**src/rtl/regfile_pkg.sv**
```systemverilog
// Shared register-file constants and the port-controller state encoding.
package regfile_pkg;

   localparam int unsigned DATA_W = 32;
   localparam int unsigned ADDR_W = 5;

   typedef enum logic [1:0] {
      IDLE    = 2'd0,
      FETCH   = 2'd1,
      PRESENT = 2'd2
   } state_t;

endpackage

```
**src/rtl/operand_bypass.sv**
```systemverilog
// Per-source operand tracker: holds the source index, an accept-cycle
// writeback bypass, and the operand presented to execute.
module operand_bypass #(
   parameter int unsigned DATA_W = regfile_pkg::DATA_W,
   parameter int unsigned ADDR_W = regfile_pkg::ADDR_W
) (
   input  logic              clk,
   input  logic              resetn,
   input  logic              capture,
   input  logic              fetch,
   input  logic              hold,
   input  logic [ADDR_W-1:0] src,
   input  logic              wb_valid,
   input  logic [ADDR_W-1:0] wb_rd,
   input  logic [DATA_W-1:0] wb_data,
   input  logic [DATA_W-1:0] rf_data,
   output logic [DATA_W-1:0] operand
);

   logic [ADDR_W-1:0] idx;
   logic              byp;
   logic [DATA_W-1:0] byp_data;
   logic              src_hit_c;
   logic              idx_hit_c;
   logic [DATA_W-1:0] fetch_val_c;

   // Writeback matches against the incoming source and the held source; x0 never matches.
   always_comb begin
      src_hit_c = wb_valid && (wb_rd == src) && (src != '0);
      idx_hit_c = wb_valid && (wb_rd == idx) && (idx != '0);
   end

   // Operand value at the end of the read: zero index, then live writeback, then bypass, then rf.
   always_comb begin
      fetch_val_c = rf_data;
      if (idx == '0) begin
         fetch_val_c = '0;
      end else if (idx_hit_c) begin
         fetch_val_c = wb_data;
      end else if (byp) begin
         fetch_val_c = byp_data;
      end
   end

   // Index and bypass capture on accept; a same-cycle writeback is invisible to the rf read.
   always_ff @(posedge clk or negedge resetn) begin
      if (!resetn) begin
         idx      <= '0;
         byp      <= 1'b0;
         byp_data <= '0;
      end else if (capture) begin
         idx <= src;
         byp <= src_hit_c;
         if (src_hit_c) begin
            byp_data <= wb_data;
         end
      end
   end

   // Held operand: loaded at the end of the read, kept coherent with writebacks while presented.
   always_ff @(posedge clk or negedge resetn) begin
      if (!resetn) begin
         operand <= '0;
      end else if (fetch) begin
         operand <= fetch_val_c;
      end else if (hold && idx_hit_c) begin
         operand <= wb_data;
      end
   end

endmodule

```
**src/rtl/regfile_port_ctrl.sv**
```systemverilog
// Register-file port controller: issue handshake, one-cycle read latency,
// RAW resolution against writeback, and operand presentation to execute.
module regfile_port_ctrl #(
   parameter int unsigned DATA_W = regfile_pkg::DATA_W,
   parameter int unsigned ADDR_W = regfile_pkg::ADDR_W
) (
   input  logic              clk,
   input  logic              resetn,
   input  logic              iss_valid,
   output logic              iss_ready,
   input  logic [ADDR_W-1:0] iss_rs1,
   input  logic [ADDR_W-1:0] iss_rs2,
   input  logic [ADDR_W-1:0] iss_rd,
   output logic              op_valid,
   input  logic              op_ready,
   output logic [DATA_W-1:0] op_rs1_data,
   output logic [DATA_W-1:0] op_rs2_data,
   output logic [ADDR_W-1:0] op_rd,
   input  logic              wb_valid,
   input  logic [ADDR_W-1:0] wb_rd,
   input  logic [DATA_W-1:0] wb_data,
   output logic [ADDR_W-1:0] rf_rs1,
   output logic [ADDR_W-1:0] rf_rs2,
   input  logic [DATA_W-1:0] rf_rs1_data,
   input  logic [DATA_W-1:0] rf_rs2_data,
   output logic [ADDR_W-1:0] rf_rd,
   output logic [DATA_W-1:0] rf_write_data,
   output logic              rf_write_enable
);

   import regfile_pkg::*;

   state_t state;
   state_t state_next;
   logic   accept_c;
   logic   in_fetch_c;
   logic   in_present_c;

   // State register; op_valid is registered alongside it.
   always_ff @(posedge clk or negedge resetn) begin
      if (!resetn) begin
         state    <= IDLE;
         op_valid <= 1'b0;
      end else begin
         state    <= state_next;
         op_valid <= (state_next == PRESENT);
      end
   end

   // Next state, issue ready and accept strobe.
   always_comb begin
      state_next = state;
      iss_ready  = 1'b0;
      accept_c   = 1'b0;
      case (state)
         IDLE: begin
            iss_ready = 1'b1;
            if (iss_valid) begin
               accept_c   = 1'b1;
               state_next = FETCH;
            end
         end
         FETCH: begin
            state_next = PRESENT;
         end
         PRESENT: begin
            if (op_ready) begin
               iss_ready = 1'b1;
               if (iss_valid) begin
                  accept_c   = 1'b1;
                  state_next = FETCH;
               end else begin
                  state_next = IDLE;
               end
            end
         end
         default: begin
            state_next = IDLE;
         end
      endcase
   end

   // Destination index travels with the operation.
   always_ff @(posedge clk or negedge resetn) begin
      if (!resetn) begin
         op_rd <= '0;
      end else if (accept_c) begin
         op_rd <= iss_rd;
      end
   end

   // Read addresses and write port pass straight through; x0 is never written.
   always_comb begin
      rf_rs1          = iss_rs1;
      rf_rs2          = iss_rs2;
      rf_rd           = wb_rd;
      rf_write_data   = wb_data;
      rf_write_enable = wb_valid && (wb_rd != '0);
      in_fetch_c      = (state == FETCH);
      in_present_c    = (state == PRESENT);
   end

   operand_bypass #(
      .DATA_W (DATA_W),
      .ADDR_W (ADDR_W)
   ) u_rs1 (
      .clk      (clk),
      .resetn   (resetn),
      .capture  (accept_c),
      .fetch    (in_fetch_c),
      .hold     (in_present_c),
      .src      (iss_rs1),
      .wb_valid (wb_valid),
      .wb_rd    (wb_rd),
      .wb_data  (wb_data),
      .rf_data  (rf_rs1_data),
      .operand  (op_rs1_data)
   );

   operand_bypass #(
      .DATA_W (DATA_W),
      .ADDR_W (ADDR_W)
   ) u_rs2 (
      .clk      (clk),
      .resetn   (resetn),
      .capture  (accept_c),
      .fetch    (in_fetch_c),
      .hold     (in_present_c),
      .src      (iss_rs2),
      .wb_valid (wb_valid),
      .wb_rd    (wb_rd),
      .wb_data  (wb_data),
      .rf_data  (rf_rs2_data),
      .operand  (op_rs2_data)
   );

endmodule

```
**config.mk**
```make
export PLATFORM = sky130hd
export DESIGN_NAME = regfile_port_ctrl
export DESIGN_NICKNAME = d
export VERILOG_FILES = /design/src/rtl/regfile_pkg.sv /design/src/rtl/operand_bypass.sv /design/src/rtl/regfile_port_ctrl.sv
export SDC_FILE = /design/constraint.sdc
export NUM_CORES = 1
export LEC_CHECK = 0
export BUFFER_PORTS_ARGS = -buffer_cell sky130_fd_sc_hd__buf_4
export CORE_MARGIN = 8
export CORE_UTILIZATION = 47
export DETAILED_ROUTE_END_ITERATION = 8
export GPL_TIMING_DRIVEN = 0
export HOLD_SLACK_MARGIN = 0.03
export PLACE_DENSITY_LB_ADDON = 0.12
export SYNTH_ARGS = -nofsm -noshare
export SYNTH_HDL_FRONTEND = slang
export SYNTH_HIERARCHICAL = 1
export SYNTH_SLANG_ARGS = --single-unit
```
**constraint.sdc**
```tcl
create_clock -name clk -period 1.85 [get_ports clk]
set_input_delay 0.185 -clock clk [delete_from_list [all_inputs] [get_ports clk]]
set_output_delay 0.185 -clock clk [all_outputs]
set_load 0.02 [all_outputs]
```
Word level (Yosys, flattened, before mapping)
Index checks and enable logic that the tools add are counted.
Operators by class
  eq/ne operators: 7
  multiplexer cells: 19
  reduce and logical (&&, ||, !) cells: 23
Operators by type and width (count)
  32-bit 2-to-1 mux: 10
  5-bit nonzero test: 5
  5-bit equality test: 4
  1-bit logical AND: 11
  5-bit logical NOT: 2
  2-bit one-hot mux with 3 select lines: 1
  2-bit equality test, second input constant: 2
  1-bit 2-to-1 mux: 4
  2-bit 2-to-1 mux: 2
  1-bit one-hot mux with 2 select lines: 2
  2-bit AND reduction: 2
  2-bit nonzero test: 2
  2-bit by 1-bit equality test with 1-bit output, second input constant: 1
  2-bit logical NOT: 1
Word-level totals
  flip-flop bits (word level): 148
  input bits: 121
  output and inout port bits: 119
  word-level logic and storage cells: 60

Depth between registers and ports, before layout
Gate-level depths: netlist of the first run.
  word-level depth: 6
  mapped depth: 8

Modules after synthesis
Netlist of the first run, hierarchy kept.
By module, submodules not included
  operand_bypass: instances 2, cells each 325, area an instance 3737.3 sq um
  regfile_port_ctrl: instances 1, cells each 71, area an instance 700.7 sq um

Worst setup path after synthesis of the first run
OpenSTA, ideal clock, no wires.
  path kind: register to register
  from: register state[1]
  to: register u_rs1.byp_data[0]
  arrival time: 1882 ps
  required time: 1725 ps
  setup slack: -157 ps
  cell stages (with the launch flop): 9
  cell sequence: dfrtp_1 nor2b_4 nor3b_4 buf_2 nand2_1 a21oi_1 o2111ai_2 buf_2 mux2_2
On the way
  cells in the longest elaborated chain, start to end: 3
  elaborated cells between the ends (all ways): 4
RTL lines
  from (decl): line regfile_port_ctrl.sv:33  | state_t state;
  from (signal assigned): line regfile_port_ctrl.sv:45  | state <= state_next;
  2-bit equality test / 2-bit logical NOT (equally long branches): line regfile_port_ctrl.sv:55  | case (state)
  1-bit one-hot mux with 2 select lines *: line regfile_port_ctrl.sv:55
  named net accept_c: line regfile_port_ctrl.sv:35  | logic accept_c;
  2-bit AND reduction (no source line) *
  to (signal assigned): line operand_bypass.sv:55  | byp_data <= wb_data;
  to (decl): line operand_bypass.sv:22  | logic [DATA_W-1:0] byp_data;
The timed path passes the listed nets; every way through them passes the cells marked *.
A chain may end at the register's enable or synchronous reset.

Final worst setup path of the first run
  from: register state[1]
  to: register u_rs2.byp_data[10]
On the way
  cells in the longest elaborated chain, start to end: 3
  elaborated cells between the ends (all ways): 4
RTL lines (line)
  2-bit equality test / 2-bit logical NOT (equally long branches): regfile_port_ctrl.sv:55
  1-bit one-hot mux with 2 select lines *: regfile_port_ctrl.sv:55
  named net accept_c: regfile_port_ctrl.sv:35
  2-bit AND reduction (no source line) *
  to (signal assigned): operand_bypass.sv:55
  to (decl): operand_bypass.sv:22
Marks and branches as above.

==> results.ini, run 1 <==
[run_status]
outcome=complete, but fails checks
violations=negative setup slack

[synth]
synth_area_sq_um=8180
ys_warn_count=6
synth_fa_ha_area_frac=0
synth_most_common_cell=dfrtp_1
synth_compound_area_frac=0.145
yosysTopAreaCell=dfrtp_1
ys_ff_latch=148
synth_top_family_by_area=multiplexers
synth.area.top_cells=dfrtp_1 (45%), mux2_2 (19%), inv_1 (4.6%)
ys.flop_type=dfrtp_1
ys_seq_area_frac=0.453
synth_commonest_cells=dfrtp_1 (148), mux2_2 (139), inv_1 (101)
synth_top_area_frac=0.453
synth-xor-area-share=0.0193
synth_mux_area_frac=0.194
synthArstFlopShare=1.00
synth_edf_count=0
syn_nets=842
yosysUniqueCellTypes=43
syn_avg_cell_area_sq_um=11.3
synth_simple_gate_area_frac=0.0728
synth_cells=721

[global_routing]
grt_use_total=0.234
antenna_found_initial=0
first_global_vias=7120
grt_max_degree=83
overflow=0
grt_first_pass_wirelength_microns=40000

[cts]
numCtsBuffers=17
cts_max_level=4
cts-root-buf=clkbuf_16
max-clock-path-buffers=2
insertion_delay_ns=0.42
cts_tree=yes
path_clk_slew_ns=0.06
clock-sinks=148

[power_and_ir_drop]
power.density_nw_per_um2=1130
p_clk_frac=0.241
seq_power_share=0.349
power_frac_comb=0.409
power.internal_uw=8940
swShare=0.354
vdd_drop_max_uv=748
power_uw=13800
leakagePower_uw=0.00596
power_switching_uw=4890

[timing]
timing.final.crit_period_ns=1.95
hold_ws_ns=0.0398
tightestPinTransition_ns=0.777
slew_viol_final=0
layout_setup_ws_ns=-0.0953
rsz0062_at_grt=yes
fin_crit_sh=1.05
finalSetupViolCount=105
hold_viol=0
skew_ns=0.0109
max_slew_margin=0.482
fmax_mhz=514

[drt]
drcViolationCount=0
wl_met3_microns=1880
num_vias=6901
drt_iter0_drc=439
routedWlPerCell_microns=20.5
drtAntennaViolNets=0
routed-wl-met2_microns=13100
first_pass_iters=5
route.top_layer_used=met4
wirelength_microns=26400
via_per_inst=5.35
met1_length_microns=11000

[min_path]
hp-start=wb_data[6]
hold_depth=2
worstHoldPathType=in2reg

[worst_setup_path]
path_max_fanout=8
reg2reg_from=state[1]
crit_start=state[1]
reg2reg_depth=9
cp_data_arrival_time_ns=2.25
critPathKind=reg2reg
crit_buf_inv=3
startpoint_type=flip-flop
cp_top_family=buffers and inverters
endpoint_kind=flip-flop
cp_cell_sequence=nor2b_4, nor3b_4, buf_6, nand2_2, a21oi_2, o2111ai_4, buf_12, buf_8, mux2_2
slowest_stage=dfrtp_1
cp.depth=9
cpPeakStageDelay_ns=0.38
cp.required_ns=2.15

[flow_run]
maxCapViolCount=0

[place]
numPortBuffers=239
gp_congestion=0.806
place_area_sq_um=10400
hpwlAfterDp_microns=18000

[floorplan]
initial_utilization=0.476
io_pins=240
dieArea_sq_um=21900
die_h_microns=148
die-width_microns=148
num_rows=48
core_area_sq_um=17200

[cells_and_area]
fin_area_sq_um=12200
final_util=0.713
fillers=1282
drive_above_1_share=0.600
syn_to_final_growth_pct=49.8
num_antenna_cells=0
nNetsFinal=1173

worst register-to-register path: stages, from the launching register on:
cell	delay (ns)
dfrtp_1	0.38
nor2b_4	0.14
nor3b_4	0.21
buf_6	0.14
nand2_2	0.05
a21oi_2	0.15
o2111ai_4	0.13
buf_12	0.19
buf_8	0.16
mux2_2	0.27
state kept, by name, indices dropped and copies added, names as in the netlist:
name and count:
u_rs1/byp_data 32, u_rs1/operand 32, u_rs2/byp_data 32, u_rs2/operand 32, op_rd 5, u_rs1/idx 5, u_rs2/idx 5, state 2
op_valid 1, u_rs1/byp 1, u_rs2/byp 1
routing by layer:
metal	global-route usage	up-vias
met4	0.0683	0
met3	0.0630	26
met2	0.391	246
met5	0	-
met1	0.291	3411
li1	-	3218
cells by family after synthesis:
group,after synthesis
muxes,141
buffers and inverters,190
DFF,148
AOI/OAI and AO/OA,123
xor gates and xnor gates,18
and+or+nand+nor,101
power by group through the flow:
stage,logic (uW),registers (uW),clock network (uW)
finish,5660,4830,3340
global route,6040,4940,3520
CTS,5300,4820,3390
detailed placement,5020,4850,0
global placement,4960,4810,0
floorplan,2120,5580,0
repair_timing:
action / 4_1_cts / 5_1_grt
endpoints found under the setup margin: 130 / 125
hold endpoints to repair: 107 / 0
resized for setup: 62 / 81
gates cloned: 6 / 2
pin swaps: 8 / 32
buffers inserted: 31 / 16
hold buffers: 23 / 0
placed cells by master (no fill, tap or decap), types with 15 or more instances in the layout:
cell type	Yosys	final
inv_1	101	101
buf_6	4	21
o211ai_1	30	30
dfrtp_1	148	142
o221ai_2	20	27
nand2_1	42	35
a221oi_1	30	17
clkbuf_16	0	18
a221oi_2	2	15
buf_4	47	319
mux2_2	139	139
dlygate4sd3_1	0	23
nor4_1	34	33
final cells by class:
type                    count  area (sq um)  share of cell area
well taps                 225           282              0.0230
clock buffers              21           450              0.0368
clock inverters            10           109             0.00889
multi-input cells         383          3920               0.320
inverters                 101           379              0.0310
flip-flops and latches    148          3710               0.303
plain buffers              83           697              0.0569
repair buffers            318          2700               0.220
metrics by stage:
stage	setup slack (ns)	TNS, ns	cells
2_1_floorplan	-0.0770	-4.44	721
3_3_place_gp	-0.419	-67.35	1185
3_5_place_dp	-0.440	-41.22	1186
4_1_cts	-0.0616	-3.23	1271
5_1_grt	-0.141	-11.94	1289
6_report	-0.0953	-5.81	1289
worst paths after layout:
kind,slack [ns],end
worst max register to register,-0.1,u_rs2/byp_data[10]
worst max-delay path,-0.1,u_rs2/byp_data[10]
worst min-delay path,0.04,u_rs1/byp_data[6]
worst min register to register,0.50,u_rs1/byp_data[27]
max in group asynchronous,0.64,state[0]
min in group asynchronous,0.38,u_rs2/operand[16]
Note: power is estimated with default switching activity, not from simulation.
==> inputs of run 2 (changes only) <==
- CORE_ASPECT_RATIO: not set -> 0.5
==> results.ini, run 2 (synthesis gave the netlist of run 1 again) <==
[floorplan]
core_area_sq_um=17200  ; about the same
die-width_microns=203  ; was 148 microns
io_pins=240  ; unchanged
die_h_microns=109  ; was 148 microns
num_rows=34  ; was 48
dieArea_sq_um=22100  ; was 21,900 sq um
initial_utilization=0.476  ; about the same

[worst_setup_path]
slowest_stage=dfrtp_1  ; unchanged
cp.required_ns=2.15  ; about the same
endpoint_kind=flip-flop  ; unchanged
startpoint_type=flip-flop  ; unchanged
path_max_fanout=7  ; was 8
cp_cell_sequence=nor2b_4, nor3b_4, buf_4, buf_6, nand2_2, a21oi_2, o2111ai_4, buf_12, clkbuf_16, mux2_2  ; was nor2b_4, nor3b_4, buf_6, nand2_2, a21oi_2, o2111ai_4, buf_12, buf_8, mux2_2
cp_data_arrival_time_ns=2.37  ; was 2.25 ns
critPathKind=reg2reg  ; unchanged
cpPeakStageDelay_ns=0.39  ; was 0.38 ns

[drt]
drtAntennaViolNets=0  ; unchanged
routedWlPerCell_microns=20.9  ; was 20.5 microns
wirelength_microns=27100  ; was 26,400 microns
via_per_inst=5.38  ; was 5.35
num_vias=6953  ; was 6,901
drcViolationCount=0  ; unchanged
drt_iter0_drc=411  ; was 439
first_pass_iters=4  ; was 5

[timing]
finalSetupViolCount=103  ; was 105
timing.final.crit_period_ns=2.07  ; was 1.95 ns
max_slew_margin=0.520  ; was 0.482
fmax_mhz=483  ; was 514 MHz
fin_tns_setup_ns=-14.11  ; was -5.81 ns
slew_viol_final=0  ; unchanged
tightestPinTransition_ns=0.721  ; was 0.777 ns
hold_viol=0  ; unchanged
skew_ns=0.0106  ; was 0.0109 ns
layout_setup_ws_ns=-0.219  ; was -0.0953 ns
fin_crit_sh=1.12  ; was 1.05
rsz0062_at_grt=yes  ; unchanged
hold_ws_ns=0.0529  ; was 0.0398 ns

[min_path]
worstHoldPathType=in2reg  ; unchanged

[place]
gp_congestion=0.807  ; was 0.806
hpwlAfterDp_microns=19100  ; was 18,000 microns
place_area_sq_um=10400  ; about the same
numPortBuffers=239  ; unchanged

[power_and_ir_drop]
power_switching_uw=4930  ; was 4890 uW
power.density_nw_per_um2=1120  ; was 1130 nW/um^2
power.internal_uw=8750  ; was 8940 uW
power_frac_comb=0.413  ; was 0.409
power_uw=13700  ; was 13,800 uW
seq_power_share=0.354  ; was 0.349
vdd_drop_max_uv=732  ; was 748 uV
p_clk_frac=0.233  ; was 0.241
leakagePower_uw=0.00591  ; was 0.00596 uW
swShare=0.360  ; was 0.354

[global_routing]
grt_first_pass_wirelength_microns=40500  ; was 40,000 microns
grt_max_degree=96  ; was 83
antenna_found_initial=0  ; unchanged
first_global_vias=7211  ; was 7,120
grt_use_total=0.234  ; about the same
overflow=0  ; unchanged

[cts]
cts_tree=yes  ; unchanged
path_clk_slew_ns=0.07  ; was 0.06 ns
clock-sinks=148  ; unchanged
cts-root-buf=clkbuf_16  ; unchanged
numCtsBuffers=17  ; unchanged
max-clock-path-buffers=2  ; unchanged
cts_max_level=4  ; unchanged
insertion_delay_ns=0.42  ; about the same

[cells_and_area]
fillers=1291  ; was 1,282
final_common_cell=buf_4  ; unchanged
layout_common_cells=buf_4 (323), dfrtp_1 (143), mux2_2 (135), inv_1 (101), nand2_1 (36)  ; was buf_4 (319), dfrtp_1 (142), mux2_2 (139), inv_1 (101), nand2_1 (35)
fin_area_sq_um=12200  ; about the same
drive_above_1_share=0.605  ; was 0.600
num_antenna_cells=0  ; unchanged
nNetsFinal=1168  ; was 1,173
syn_to_final_growth_pct=49.3  ; was 49.8%

[run_status]
violations=negative setup slack  ; unchanged
outcome=complete, but fails checks  ; unchanged

[flow_run]
maxCapViolCount=0  ; unchanged

run 2: changes by cell type in the layout (fill, tap and decap cells not counted), moves of 2 or more:
cell / change
a221oi_1: +8
a221oi_2: -8
buf_16: -4
buf_4: +4
dlygate4sd3_1: -4
mux2_2: -4
mux2_4: +4
nand2_2: -3
nand2_4: +2
nor4_1: -15
nor4_2: +10
nor4_4: +5
o21ai_0: +2
o21ai_2: -2
run 2: worst max-delay path, delay by kind of cell, from the launching register on:
family	cells	cell delay (ns)
buffers and inverters	4	0.60
AOI/OAI and AO/OA	2	0.28
DFF	1	0.39
and+or+nand+nor	3	0.39
muxes	1	0.28
run 2: stage by stage:
stage / setup slack (ns) / utilization / cells
finish: -0.219 / 0.710 / 1292
CTS: -0.164 / 0.682 / 1277
floorplan: -0.0770 / - / 721
global placement: -0.398 / 0.603 / 1194
detailed placement: -0.445 / 0.605 / 1195
global route: -0.254 / 0.710 / 1292
run 2: path summary, 6_finish.rpt:
check,from,endpoint,slack (ns),cells past startpoint
worst max-delay path,state[1],u_rs1/byp_data[11],-0.22,10
worst min-delay path,wb_data[10],u_rs1/byp_data[10],0.05,2
worst max register to register,state[1],u_rs1/byp_data[11],-0.22,10
worst min register to register,u_rs2/byp_data[25],u_rs2/byp_data[25],0.50,1
max in group asynchronous,resetn,u_rs2/byp_data[17],0.66,3
min in group asynchronous,resetn,u_rs2/operand[2],0.31,2
run 2: power groups by stage:
stage	sequential (uW)	clock, uW	combinational (uW)
detailed placement	4860	0	5040
finish	4840	3190	5650
floorplan	5580	0	2120
global route	4960	3390	6030
global placement	4820	0	4940
CTS	4830	3240	5320
run 2: per-layer routing:
metal,up-vias,part of all wire,wire [microns],track usage
li1,3213,-,-,-
met1,3485,0.44,12000,0.308
met2,227,0.48,12900,0.386
met3,28,0.067,1800,0.0635
met4,0,0.011,286,0.0494
met5,-,0,0,0
run 2: timing repair:
item	4_1_cts	5_1_grt
hold buffers	19	0
pin swaps	9	7
cloned	3	2
endpoints found under the hold margin	71	0
setup buffers	31	19
endpoints found under the setup margin	130	125
gates resized for setup	76	70
run 2: area by class of cell:
| cell class | count | area, sq um | share of cell area |
|---|---|---|---|
| well taps | 234 | 293 | 0.0240 |
| repair buffers | 311 | 2540 | 0.208 |
| flip-flops and latches | 148 | 3710 | 0.304 |
| plain buffers | 85 | 719 | 0.0589 |
| clock buffers | 20 | 447 | 0.0366 |
| multi-input cells | 383 | 4030 | 0.330 |
| clock inverters | 10 | 86.3 | 0.00707 |
| inverters | 101 | 379 | 0.0311 |
